--- config.mk ---
export PLATFORM = sky130hd
export DESIGN_NAME = addsub_serial
export DESIGN_NICKNAME = d
export VERILOG_FILES = /design/src/rtl/alu_pkg.sv /design/src/rtl/addsub_slice.sv /design/src/rtl/addsub_serial.sv
export SDC_FILE = /design/constraint.sdc
export NUM_CORES = 1
export LEC_CHECK = 0
export CORE_MARGIN = 2
export CORE_UTILIZATION = 45
export DETAILED_ROUTE_END_ITERATION = 12
export PLACE_DENSITY_LB_ADDON = 0.1
export SLEW_MARGIN = 20
export SYNTH_ARGS = -nofsm -noshare
export SYNTH_HDL_FRONTEND = slang
export SYNTH_SLANG_ARGS = --single-unit
--- constraint.sdc ---
create_clock -name clk -period 4.2 [get_ports clk]
set_input_delay 0.84 -clock clk [delete_from_list [all_inputs] [get_ports clk]]
set_output_delay 0.84 -clock clk [all_outputs]
set_load 0.02 [all_outputs]
--- src/rtl/alu_pkg.sv ---
// Shared ALU definitions: operation encoding, add/sub FSM states and flag bit positions.
package alu_pkg;

  localparam logic OP_ADD = 1'b0;
  localparam logic OP_SUB = 1'b1;

  typedef enum logic {
    ST_IDLE = 1'b0,
    ST_RUN  = 1'b1
  } state_t;

  localparam int FLAG_Z = 0;
  localparam int FLAG_N = 1;
  localparam int FLAG_C = 2;
  localparam int FLAG_V = 3;

endpackage

--- src/rtl/addsub_slice.sv ---
// SLICE-bit combinational ripple adder; also exposes the carry into its MSB for overflow detection.
module addsub_slice #(
  parameter int SLICE = 4
) (
  input  logic [SLICE-1:0] a,
  input  logic [SLICE-1:0] b,
  input  logic             cin,
  output logic [SLICE-1:0] sum,
  output logic             cout,
  output logic             c_msb
);

  logic [SLICE:0] carry;

  assign carry[0] = cin;

  generate
    for (genvar gi = 0; gi < SLICE; gi++) begin : g_bit
      assign sum[gi]     = a[gi] ^ b[gi] ^ carry[gi];
      assign carry[gi+1] = (a[gi] & b[gi]) | (carry[gi] & (a[gi] ^ b[gi]));
    end
  endgenerate

  assign cout  = carry[SLICE];
  assign c_msb = carry[SLICE-1];

endmodule

--- src/rtl/addsub_serial.sv ---
// Slice-serial add/subtract with Z/N/C/V flags and start/busy/done handshake.
// Define ADDSUB_SERIAL_SAT_EN to clamp the result to the signed limit on overflow.
module addsub_serial
  import alu_pkg::*;
#(
  parameter int WIDTH = 16,
  parameter int SLICE = 4
) (
  input  logic             clk,
  input  logic             rst,
  input  logic             start,
  input  logic             op,
  input  logic             use_cin,
  input  logic             cin,
  input  logic [WIDTH-1:0] A,
  input  logic [WIDTH-1:0] B,
  output logic             busy,
  output logic             done,
  output logic [WIDTH-1:0] res,
  output logic             Z,
  output logic             N,
  output logic             C,
  output logic             V
);

  localparam int NSLICE = WIDTH / SLICE;
  localparam int CW     = (NSLICE > 1) ? $clog2(NSLICE) : 1;

  state_t           state_reg, state_next;
  logic [CW-1:0]    cnt_reg;
  logic [WIDTH-1:0] a_reg, b_reg, acc_reg, res_reg;
  logic [WIDTH-1:0] acc_next, res_next;
  logic             carry_reg, a_msb_reg, done_reg;
  logic [3:0]       flags_reg;

  logic             accept, last;
  logic [SLICE-1:0] a_sl, b_sl, sum_sl;
  logic             cout_sl, cmsb_sl, v_final;

  assign accept = (state_reg == ST_IDLE) && start;
  assign last   = (state_reg == ST_RUN) && (cnt_reg == CW'(NSLICE - 1));

  always_ff @(posedge clk) begin
    if (rst) state_reg <= ST_IDLE;
    else     state_reg <= state_next;
  end

  always_comb begin
    state_next = state_reg;
    case (state_reg)
      ST_IDLE: if (start) state_next = ST_RUN;
      ST_RUN:  if (last)  state_next = ST_IDLE;
      default:            state_next = ST_IDLE;
    endcase
  end

  always_comb begin
    busy = (state_reg == ST_RUN);
  end

  always_comb begin
    a_sl = a_reg[cnt_reg*SLICE +: SLICE];
    b_sl = b_reg[cnt_reg*SLICE +: SLICE];
  end

  addsub_slice #(.SLICE(SLICE)) u_slice (
    .a     (a_sl),
    .b     (b_sl),
    .cin   (carry_reg),
    .sum   (sum_sl),
    .cout  (cout_sl),
    .c_msb (cmsb_sl)
  );

  // On the last slice the adder outputs carry the MSB carries, so V comes straight from them.
  always_comb begin
    acc_next = acc_reg;
    acc_next[cnt_reg*SLICE +: SLICE] = sum_sl;
    v_final  = cout_sl ^ cmsb_sl;
    res_next = acc_next;
`ifdef ADDSUB_SERIAL_SAT_EN
    if (v_final)
      res_next = a_msb_reg ? {1'b1, {(WIDTH-1){1'b0}}} : {1'b0, {(WIDTH-1){1'b1}}};
`endif
  end

  always_ff @(posedge clk) begin
    if (rst) begin
      cnt_reg   <= '0;
      a_reg     <= '0;
      b_reg     <= '0;
      acc_reg   <= '0;
      res_reg   <= '0;
      carry_reg <= 1'b0;
      a_msb_reg <= 1'b0;
      done_reg  <= 1'b0;
      flags_reg <= '0;
    end else begin
      done_reg <= 1'b0;
      if (accept) begin
        a_reg     <= A;
        b_reg     <= (op == OP_SUB) ? ~B : B;
        carry_reg <= use_cin ? cin : op;
        a_msb_reg <= A[WIDTH-1];
        acc_reg   <= '0;
        cnt_reg   <= '0;
      end else if (state_reg == ST_RUN) begin
        acc_reg   <= acc_next;
        carry_reg <= cout_sl;
        if (last) begin
          res_reg           <= res_next;
          flags_reg[FLAG_Z] <= (res_next == '0);
          flags_reg[FLAG_N] <= res_next[WIDTH-1];
          flags_reg[FLAG_C] <= cout_sl;
          flags_reg[FLAG_V] <= v_final;
          done_reg          <= 1'b1;
        end else begin
          cnt_reg <= cnt_reg + 1'b1;
        end
      end
    end
  end

  assign done = done_reg;
  assign res  = res_reg;
  assign Z    = flags_reg[FLAG_Z];
  assign N    = flags_reg[FLAG_N];
  assign C    = flags_reg[FLAG_C];
  assign V    = flags_reg[FLAG_V];

endmodule

======== After elaboration in Yosys (flattened, before gate mapping) ========
Cells that the tools add are included.
cells by class
  bitwise gates (word level) .............. 25
  muxes and demuxes ....................... 9
  add/sub/neg operators ................... 2
  equal/unequal tests ..................... 1
  reduce and logical (&&, ||, !) cells .... 8
  shifts and indexed selects .............. 4
operator list
  kind                       count
  $neg A4 Y34                1
  $shift A4 B34 Y16 const A  1
  $shiftx A4 B34 Y16         1
  $shiftx A16 B5 Y4          2
  $bwmux W16                 1
  $logic_not A16 Y1          1
  $mux W16                   1
  $not A16 Y16               1
  $xor A1 B1 Y1              9
  $and A1 B1 Y1              8
  $mux W1                    6
  $or A1 B1 Y1               4
  $not A1 Y1                 3
  $reduce_and A3 Y1          1
  $reduce_or A3 Y1           1
  $add A2 B1 Y2 const B      1
  $eq A2 B2 Y1 const B       1
  $logic_and A1 B1 Y1        2
  $pmux W1 S2                1
  $reduce_and A2 Y1          1
  $reduce_bool A2 Y1         1
  $reduce_or A2 Y1           1
storage, ports and cells
  bits in registers ....................... 73
  word-level logic and storage cells ...... 58
  input bits .............................. 38

======== Longest topological paths before layout ========
Gate-level depths: netlist (run 1).
  word-level depth ........................ 12
  gate-level depth with buffers ........... 14

======== Modules after synthesis ========
Synthesis (run 1) repeated with hierarchy kept, for this count alone.
unflattened totals
  cells, all modules ...................... 355
  area total of the unflattened synthesis .. 3,135.5 sq um
by module, submodules not included
  module         instances  area an instance (sq um)  cells each
  addsub_serial  1          3,025.4                   343
  addsub_slice   1          110.1                     12

======== Worst setup path before layout (run 1) ========
Ideal clock, no wire load.
  path kind ............................... register to register
  start point ............................. register cnt_reg[0]
  end point ............................... register flags_reg[0]
  setup time .............................. 87 ps
  period minus slack after synthesis ...... 3,325 ps
  arrival time ............................ 3,238 ps
  data required time ...................... 4,113 ps
  slack ................................... 875 ps
  stages on the path, launching flop included .. 15
  buffers on the path ..................... 1
  cell sequence ........................... dfxtp_1 -> buf_2 -> mux4_2 -> inv_1 -> fa_1 -> inv_1 -> fa_1 -> inv_1 -> fa_1 -> fa_1 -> inv_1 -> a31oi_1 -> and4_1 -> nand4_1 -> o31ai_1
on the way
  cells in the longest elaborated chain, start to end .. 12
  elaborated cells between the ends (all ways) .. 27
  those cells by class .................... 1 x add/sub; 1 x eq/ne; 4 x shift; 1 x mux; 17 x bitwise; 3 x reduce/logical
ends and longest elaborated chain
  item                                  line                                      source
  start: declaration                    addsub_serial.sv:30                       logic [CW-1:0] cnt_reg;
  start signal: assignment              addsub_serial.sv:118                      cnt_reg <= cnt_reg + 1'b1;
  $shiftx A16 B5 Y4 (on tied branches)  addsub_serial.sv:62, addsub_serial.sv:63
  $xor A1 B1 Y1                         addsub_slice.sv:19, addsub_slice.sv:20
  $and A1 B1 Y1                         addsub_slice.sv:20                        assign carry[gi+1] = (a[gi] & b[gi]) | (carry[gi] & (a[gi] ^ b[gi]));
  $or A1 B1 Y1                          addsub_slice.sv:20
  $and A1 B1 Y1                         addsub_slice.sv:20
  $or A1 B1 Y1                          addsub_slice.sv:20
  $and A1 B1 Y1                         addsub_slice.sv:20
  $or A1 B1 Y1                          addsub_slice.sv:20
  $xor A1 B1 Y1                         addsub_slice.sv:19                        assign sum[gi] = a[gi] ^ b[gi] ^ carry[gi];
  $shiftx A4 B34 Y16                    addsub_serial.sv:78                       acc_next[cnt_reg*SLICE +: SLICE] = sum_sl;
  $bwmux W16                            addsub_serial.sv:78
  $logic_not A16 Y1                     addsub_serial.sv:112                      flags_reg[FLAG_Z] <= (res_next == '0);
  end signal: indexed assignment        addsub_serial.sv:112
  end signal: indexed assignment        addsub_serial.sv:113                      flags_reg[FLAG_N] <= res_next[WIDTH-1];
  end signal: indexed assignment        addsub_serial.sv:114                      flags_reg[FLAG_C] <= cout_sl;
  end: declaration                      addsub_serial.sv:34                       logic [3:0] flags_reg;
Several ways; a longest one is shown, not always the timed one.
A chain may end at the register's enable or synchronous reset.

======== Worst setup path after layout (run 1) ========
Same ends and word-level chain as after synthesis.

==> results of run 1 <==
-- final cells by class --
class | count | share of cell area, %
flip-flops and latches | 68 | 34.6
inverters | 17 | 1.62
clock buffers | 13 | 4.30
multi-input cells | 234 | 39.5
clock inverters | 3 | 1.72
well taps | 80 | 2.55
repair buffers | 63 | 15.7
-- worst paths after layout --
path	from	to	depth (start not counted)
worst max-delay path	cnt_reg[0]	flags_reg[0]	12
worst min register to register	a_reg[7]	a_reg[7]	2
worst min-delay path	a_reg[7]	a_reg[7]	2
worst max register to register	cnt_reg[0]	flags_reg[0]	12
-- layer usage --
metal / track usage [%] / share of wire, %
met1: 20.3 / 43
met2: 32.3 / 51
met3: 6.92 / 4.4
met4: 6.96 / 1.7
met5: 0 / 0
-- power by group through the flow --
stage	logic, mW	clock network, mW	registers (mW)
4_1_cts	0.234	0.629	0.696
6_report	0.232	0.614	0.696
3_5_place_dp	0.232	0	0.711
2_1_floorplan	0.166	0	0.702
5_1_grt	0.257	0.662	0.699
3_3_place_gp	0.230	0	0.710
-- worst max-delay path, delay by kind of cell, from the launching register on --
family / cells / cell delay (ns)
muxes: 1 / 0.33
DFF: 1 / 0.68
buffers and inverters: 4 / 0.26
adders and majority gates: 4 / 1.51
and+or+nand+nor: 1 / 0.12
AOI/OAI and AO/OA: 2 / 0.60
-- metrics by stage --
step,power [mW],instances,util (%)
2_1_floorplan,0.869,346,-
3_3_place_gp,0.940,462,55.0
3_5_place_dp,0.943,462,55.0
4_1_cts,1.56,478,58.5
5_1_grt,1.62,478,58.5
6_report,1.54,478,58.5
-- cell usage after synthesis, types with 2 or more instances --
| master | n | area share (%) |
|---|---|---|
| dfxtp_1 | 68 | 44 |
| ha_1 | 5 | 2.0 |
| a21oi_1 | 29 | 4.7 |
| nand4_1 | 2 | 0.40 |
| inv_1 | 16 | 1.9 |
| nand2_1 | 38 | 4.6 |
| clkbuf_1 | 12 | 1.5 |
| nor3_1 | 3 | 0.48 |
| nand2b_1 | 2 | 0.40 |
| nor2b_1 | 6 | 1.2 |
| a31oi_1 | 4 | 0.81 |
| buf_4 | 2 | 0.48 |
| a211oi_1 | 43 | 10 |
| mux4_2 | 8 | 5.8 |
| nor2_1 | 55 | 6.7 |
| buf_2 | 13 | 2.1 |
| nor3_2 | 3 | 0.97 |
| fa_1 | 4 | 2.6 |
| xnor2_1 | 18 | 5.1 |
| nand3_1 | 2 | 0.32 |
-- cell families (layout without fill, tap and decap cells) --
family / count (synthesis) / after routing / synth area share [%]
adders and majority gates: 9 / 9 / 4.60
muxes: 9 / 9 / 6.14
DFF: 68 / 68 / 43.9
xor gates and xnor gates: 18 / 18 / 5.09
and+or+nand+nor: 118 / 118 / 17.0
buffers and inverters: 44 / 96 / 6.10
AOI/OAI and AO/OA: 80 / 80 / 17.2
-- cell usage in the layout, fill, tap and decap left out, types with 2 or more instances in the layout --
| cell type | Yosys | final |
|---|---|---|
| xnor2_1 | 18 | 18 |
| nor3_2 | 3 | 3 |
| clkdlybuf4s50_1 | 0 | 58 |
| nand3_1 | 2 | 2 |
| clkbuf_8 | 0 | 12 |
| a211oi_1 | 43 | 43 |
| buf_4 | 2 | 4 |
| nand2b_1 | 2 | 2 |
| mux4_2 | 8 | 8 |
| nor3_1 | 3 | 3 |
| a31oi_1 | 4 | 4 |
| ha_1 | 5 | 5 |
| nor2b_1 | 6 | 5 |
| nand2_1 | 38 | 38 |
| inv_1 | 16 | 16 |
| nand4_1 | 2 | 2 |
| nor2_1 | 55 | 55 |
| bufinv_16 | 0 | 2 |
| dfxtp_1 | 68 | 68 |
| a21oi_1 | 29 | 29 |
| fa_1 | 4 | 4 |
==> metrics.md, run 1 <==
| Metric | Value |
|---|---|
| Dpl ws | a little under 0.6 ns |
| Area growth syn-to-layout | 26.8% |
| CTS tree | built |
| Crit Path Category | flip-flop to flip-flop |
| Vias per inst | between 5 and 6 |
| Grt total ovfl | 0 |
| Worst-Skew Late Latency | about 0.34 ns |
| Asr flop ratio synth | 0% |
| Share of cells above drive strength 1 | a little under 9% |
| Actual slew at the worst max-slew pin | approximately 1 ns |
| PostCTS Resize Cnt | 0 |
| Chip width | slightly below 90 um |
| Initial antenna violation count | 0 |
| DRC violations left | 0 |
| Iter 0 DRT Violations | 65 |
| TritonRoute pass-1 iters | 4 |
| Hold_ws | roughly 0.46 ns |
| Endpoints failing setup | 0 |
| Min-delay worst type | flip-flop to flip-flop |
| PortBufs | slightly below 60 |
| # rows | 30 |
| Final TNS setup | 0 ns |
| Nets | 440 |
| Status | finished, final reports clean |
| Worst Skew | approximately 0.0079 ns |
| Total GRT Usage | between 10% and 20% |
| Max VDD drop | about 0.00022 V |
| Int Power | around 1.2 mW |
| Synthesized Nets | 393 |
| H-Tree Depth | 3 |
| Post-synthesis cell type count | 33 |
| Die area | around 7600 sq um |
| Clock network fraction of design power | 39.8% |
| Static Leak | 1.39 nW |
| Number of fill cells in the layout | 626 |
| Area of the multi-input gates | 1550 sq um |
| Max-cap check violation count | 0 |
| CP max FO | 10 |
| Max Slew Vio Count | 0 |
| Final worst slack | ~0.61 ns |
| Finished Cell Area | around 4000 sq um |
| Comb power frac | roughly 15% |
| Initial core utilization | a little under half |
| RSZ-0062 raised after global routing | false |
| Vias in the first global route | around 2400 |
| Post-DRT Antenna Nets | 0 |
| Critical Path, Cell by Cell | mux4_2 > inv_1 > fa_1 > inv_1 > fa_1 > inv_1 > fa_1 > fa_1 > inv_1 > o41ai_1 > nand3_1 > o31ai_1 |
| Diode count | 0 |
| Setup crit start kind | flip-flop |
| Die height | about 87 um |
| Number of synthesized register bits | roughly 70 |
| Yosys warning count | 0 |
| CTS root buffer | clkbuf_8 |
| Seq pwr share | roughly 45% |
| Routed len/inst | between 10 and 15 um |
| Setup Buffers After CTS | 0 |
| Synth Cell Area | around 3100 sq um |
| CTS Buf Count | 9 |
| WL final | 6430 um |
| Cell count after synthesis | ~350 |
| Net Switching | 0.370 mW |
| Final Hold Fails | 0 |
| Predominant post-synthesis flop cell | dfxtp_1 |
| Pwr/cell area | 392 nW/um^2 |
| Placer Congestion | between 0.8 and 0.9 |
| Crit path DAT | 3.84 ns |
| Reg2reg setup slack | around 0.61 ns |
| First-pass GRT wire length | between 10000 and 15000 um |
| Cell Area, Placed | about 3700 sq um |
| Register area | ~1400 sq um |
| Pin count of the biggest net entering global routing | between 50 and 60 |
| Sink Count | slightly below 70 |
| Via Count | roughly 2500 |
| CTS Buffer Depth | 2 |
| IO Pins | 60 |
| Post-CTS Hold Fix Bufs | 0 |
| Dpl hpwl | 4560 um |
| Clock slew at reported path FFs | about 0.07 ns |
| F_max | roughly 280 MHz |
| Synthesized area per cell | 8.96 sq um |
| Slew HR | 32.2% |
| Worst path slowest cell | dfxtp_1 |
| Final min period | 3.59 ns |
| Final Cycle Share | 85.4% |
| Crit end category | flip-flop |
| Number of synthesized flops with an enable pin | 0 |
| Max incr delay on CP | around 0.68 ns |
| Post-synthesis sequential area ratio | 43.9% |
| Net Sw Frac | 24.0% |
| Core footprint | 6720 sq um |
| CP Data Required Time | 4.46 ns |
Power figures use the tool's default switching activity.
==> run 2: changes to the inputs <==
--- a/config.mk
+++ b/config.mk
@@ -5,8 +5,10 @@
 export SDC_FILE = /design/constraint.sdc
 export NUM_CORES = 1
 export LEC_CHECK = 0
+export CELL_PAD_IN_SITES_DETAIL_PLACEMENT = 1
+export CELL_PAD_IN_SITES_GLOBAL_PLACEMENT = 1
 export CORE_MARGIN = 2
-export CORE_UTILIZATION = 45
+export CORE_UTILIZATION = 39
 export DETAILED_ROUTE_END_ITERATION = 12
 export PLACE_DENSITY_LB_ADDON = 0.1
 export SLEW_MARGIN = 20
==> run 2 against run 1 <==
  * Cell count increased by 4.8%
  * Largest power group unchanged
  * Utilization decreased by 7.7 points
  * Clock power decreased by 16%
  * Sequential share of layout area increased by 0.077 points
  * Clock-buffer cell count unchanged
==> metrics.md, run 2 (synthesized netlist as in run 1, its figures left out) <==
| Metric | Value |
|---|---|
| Core footprint | a little under 8000 sq um |
| First-pass GRT wire length | around 13000 um |
| Pwr/cell area | 371 nW/um^2 |
| H-Tree Depth | 3 |
| Critical Path Source | cnt_reg[0] |
| CTS tree | built |
| Crit path DAT | around 3.7 ns |
| TritonRoute pass-1 iters | 4 |
| Total GRT Usage | a little under a fifth |
| F_max | 287 MHz |
| CTS root buffer | clkbuf_8 |
| Static Leak | 1.38 nW |
| Slew HR | a little under three fifths |
| Setup crit start kind | flip-flop |
| Final Instance Count excl. Fillers | around 500 |
| Setup Buffers After CTS | 0 |
| Share of cells above drive strength 1 | under 10% |
| CTS Buffer Depth | 2 |
| Crit end category | flip-flop |
| Max VDD drop | ~0.00016 V |
| Power Total | 1.45 mW |
| Routed len/inst | around 15 um |
| Cell Area, Placed | approximately 3700 sq um |
| Nets | 442 |
| Min-delay worst type | flip-flop to flip-flop |
| Grt total ovfl | 0 |
| WL final | 7520 um |
| IO Pins | 60 |
| Final min period | between 3 and 4 ns |
| PortBufs | 59 |
| Final TNS setup | 0 ns |
| Final Cycle Share | 82.9% |
| Final Hold Fails | 0 |
| Post-DRT Antenna Nets | 0 |
| RSZ-0062 raised after global routing | false |
| Worst hold path startpoint | res[13] |
| Placer Congestion | ~0.77 |
| Fin util | ~50% |
| Worst-Skew Late Latency | ~0.34 ns |
| PostCTS Resize Cnt | 0 |
| # rows | 32 |
| CP Data Required Time | approximately 4.5 ns |
| Area growth syn-to-layout | 26.5% |
| Die area | ~8700 sq um |
| Worst Skew | ~0.012 ns |
| Length in cells of the worst reg-to-reg path | 13 |
| Cell count after placement | 486 |
| Post-CTS Hold Fix Bufs | 0 |
| Area of the multi-input gates | between 1500 and 2000 sq um |
| Endpoints failing setup | 0 |
| Vias in the first global route | between 2000 and 3000 |
| Max-cap check violation count | 0 |
| Chip width | a little over 90 um |
| Via Count | 2548 |
| CP max FO | 6 |
| Status | finished, final reports clean |
| Crit Path Category | flip-flop to flip-flop |
| Leading cell types in the layout, fill and taps excluded | dfxtp_1, clkdlybuf4s50_1, nor2_1 |
| Register area | roughly 1400 sq um |
| Vias per inst | between 5 and 6 |
| Sink Count | slightly below 70 |
| Initial core utilization | around two fifths |
| Actual slew at the worst max-slew pin | approximately 0.67 ns |
| Diode count | 0 |
| Clock slew at reported path FFs | 0.07 ns |
| CTS Buf Count | 9 |
| Iter 0 DRT Violations | 63 |
| DRC violations left | 0 |
| Dpl hpwl | 5410 um |
| Die height | just over 90 um |
| Initial antenna violation count | 0 |
| Worst r2r src | cnt_reg[0] |
| Max Slew Vio Count | 0 |
| Pin count of the biggest net entering global routing | 54 |
| Worst hold path stage count | 2 |
| Finished Cell Area | slightly below 4000 sq um |
| Most common cell after layout, fill and taps aside | dfxtp_1 |
| Number of fill cells in the layout | 880 |
==> run 2: changes by cell type in the layout (fill, tap and decap cells not counted), sizes merged <==
cell and change:
buf +2, clkinvlp -1, clkinv +1, bufinv -1
==> run 2: stage by stage <==
step | setup WS [ns] | hold slack [ns]
2_1_floorplan | 0.875 | 0.433
3_3_place_gp | 0.894 | 0.440
3_5_place_dp | 0.741 | 0.449
4_1_cts | 0.687 | 0.459
5_1_grt | 0.412 | 0.486
6_report | 0.718 | 0.455
==> run 2: final timing paths <==
| kind | end | slack [ns] |
|---|---|---|
| max | flags_reg[0] | 0.72 |
| min | res[13] | 0.46 |
| max reg2reg | flags_reg[0] | 0.72 |
| min reg2reg | res[13] | 0.46 |
==> run 2: critical path: stages, from the launching register on <==
cell,delay (ns)
dfxtp_1,0.54
mux4_2,0.29
inv_1,0.05
fa_1,0.38
inv_1,0.07
fa_1,0.17
inv_1,0.05
fa_1,0.42
fa_1,0.57
inv_1,0.10
a31oi_1,0.22
and4_1,0.24
nand4_1,0.10
o31ai_1,0.20
==> run 2: metal layers <==
metal,up-vias,track usage [%],wire length [um]
li1,1276,-,-
met1,1208,23.3,3340
met2,52,32.5,3810
met3,12,3.79,239
met4,0,7.72,130
met5,-,0,0
==> run 2: final cells by class <==
type                       instances  area share (%)
sequential                        68            34.7
inverter                          17            1.63
multi-input combinational        234            39.6
clock buffer                      13            3.80
tap                              102            3.26
clock inverter                     2           0.894
timing repair buffer              65            16.1
==> run 2: power breakdown <==
group / switching, mW / internal [mW]
Combinational: 0.130 / 0.114
Sequential: 0.0200 / 0.676
Clock: 0.228 / 0.287
Total: 0.378 / 1.08
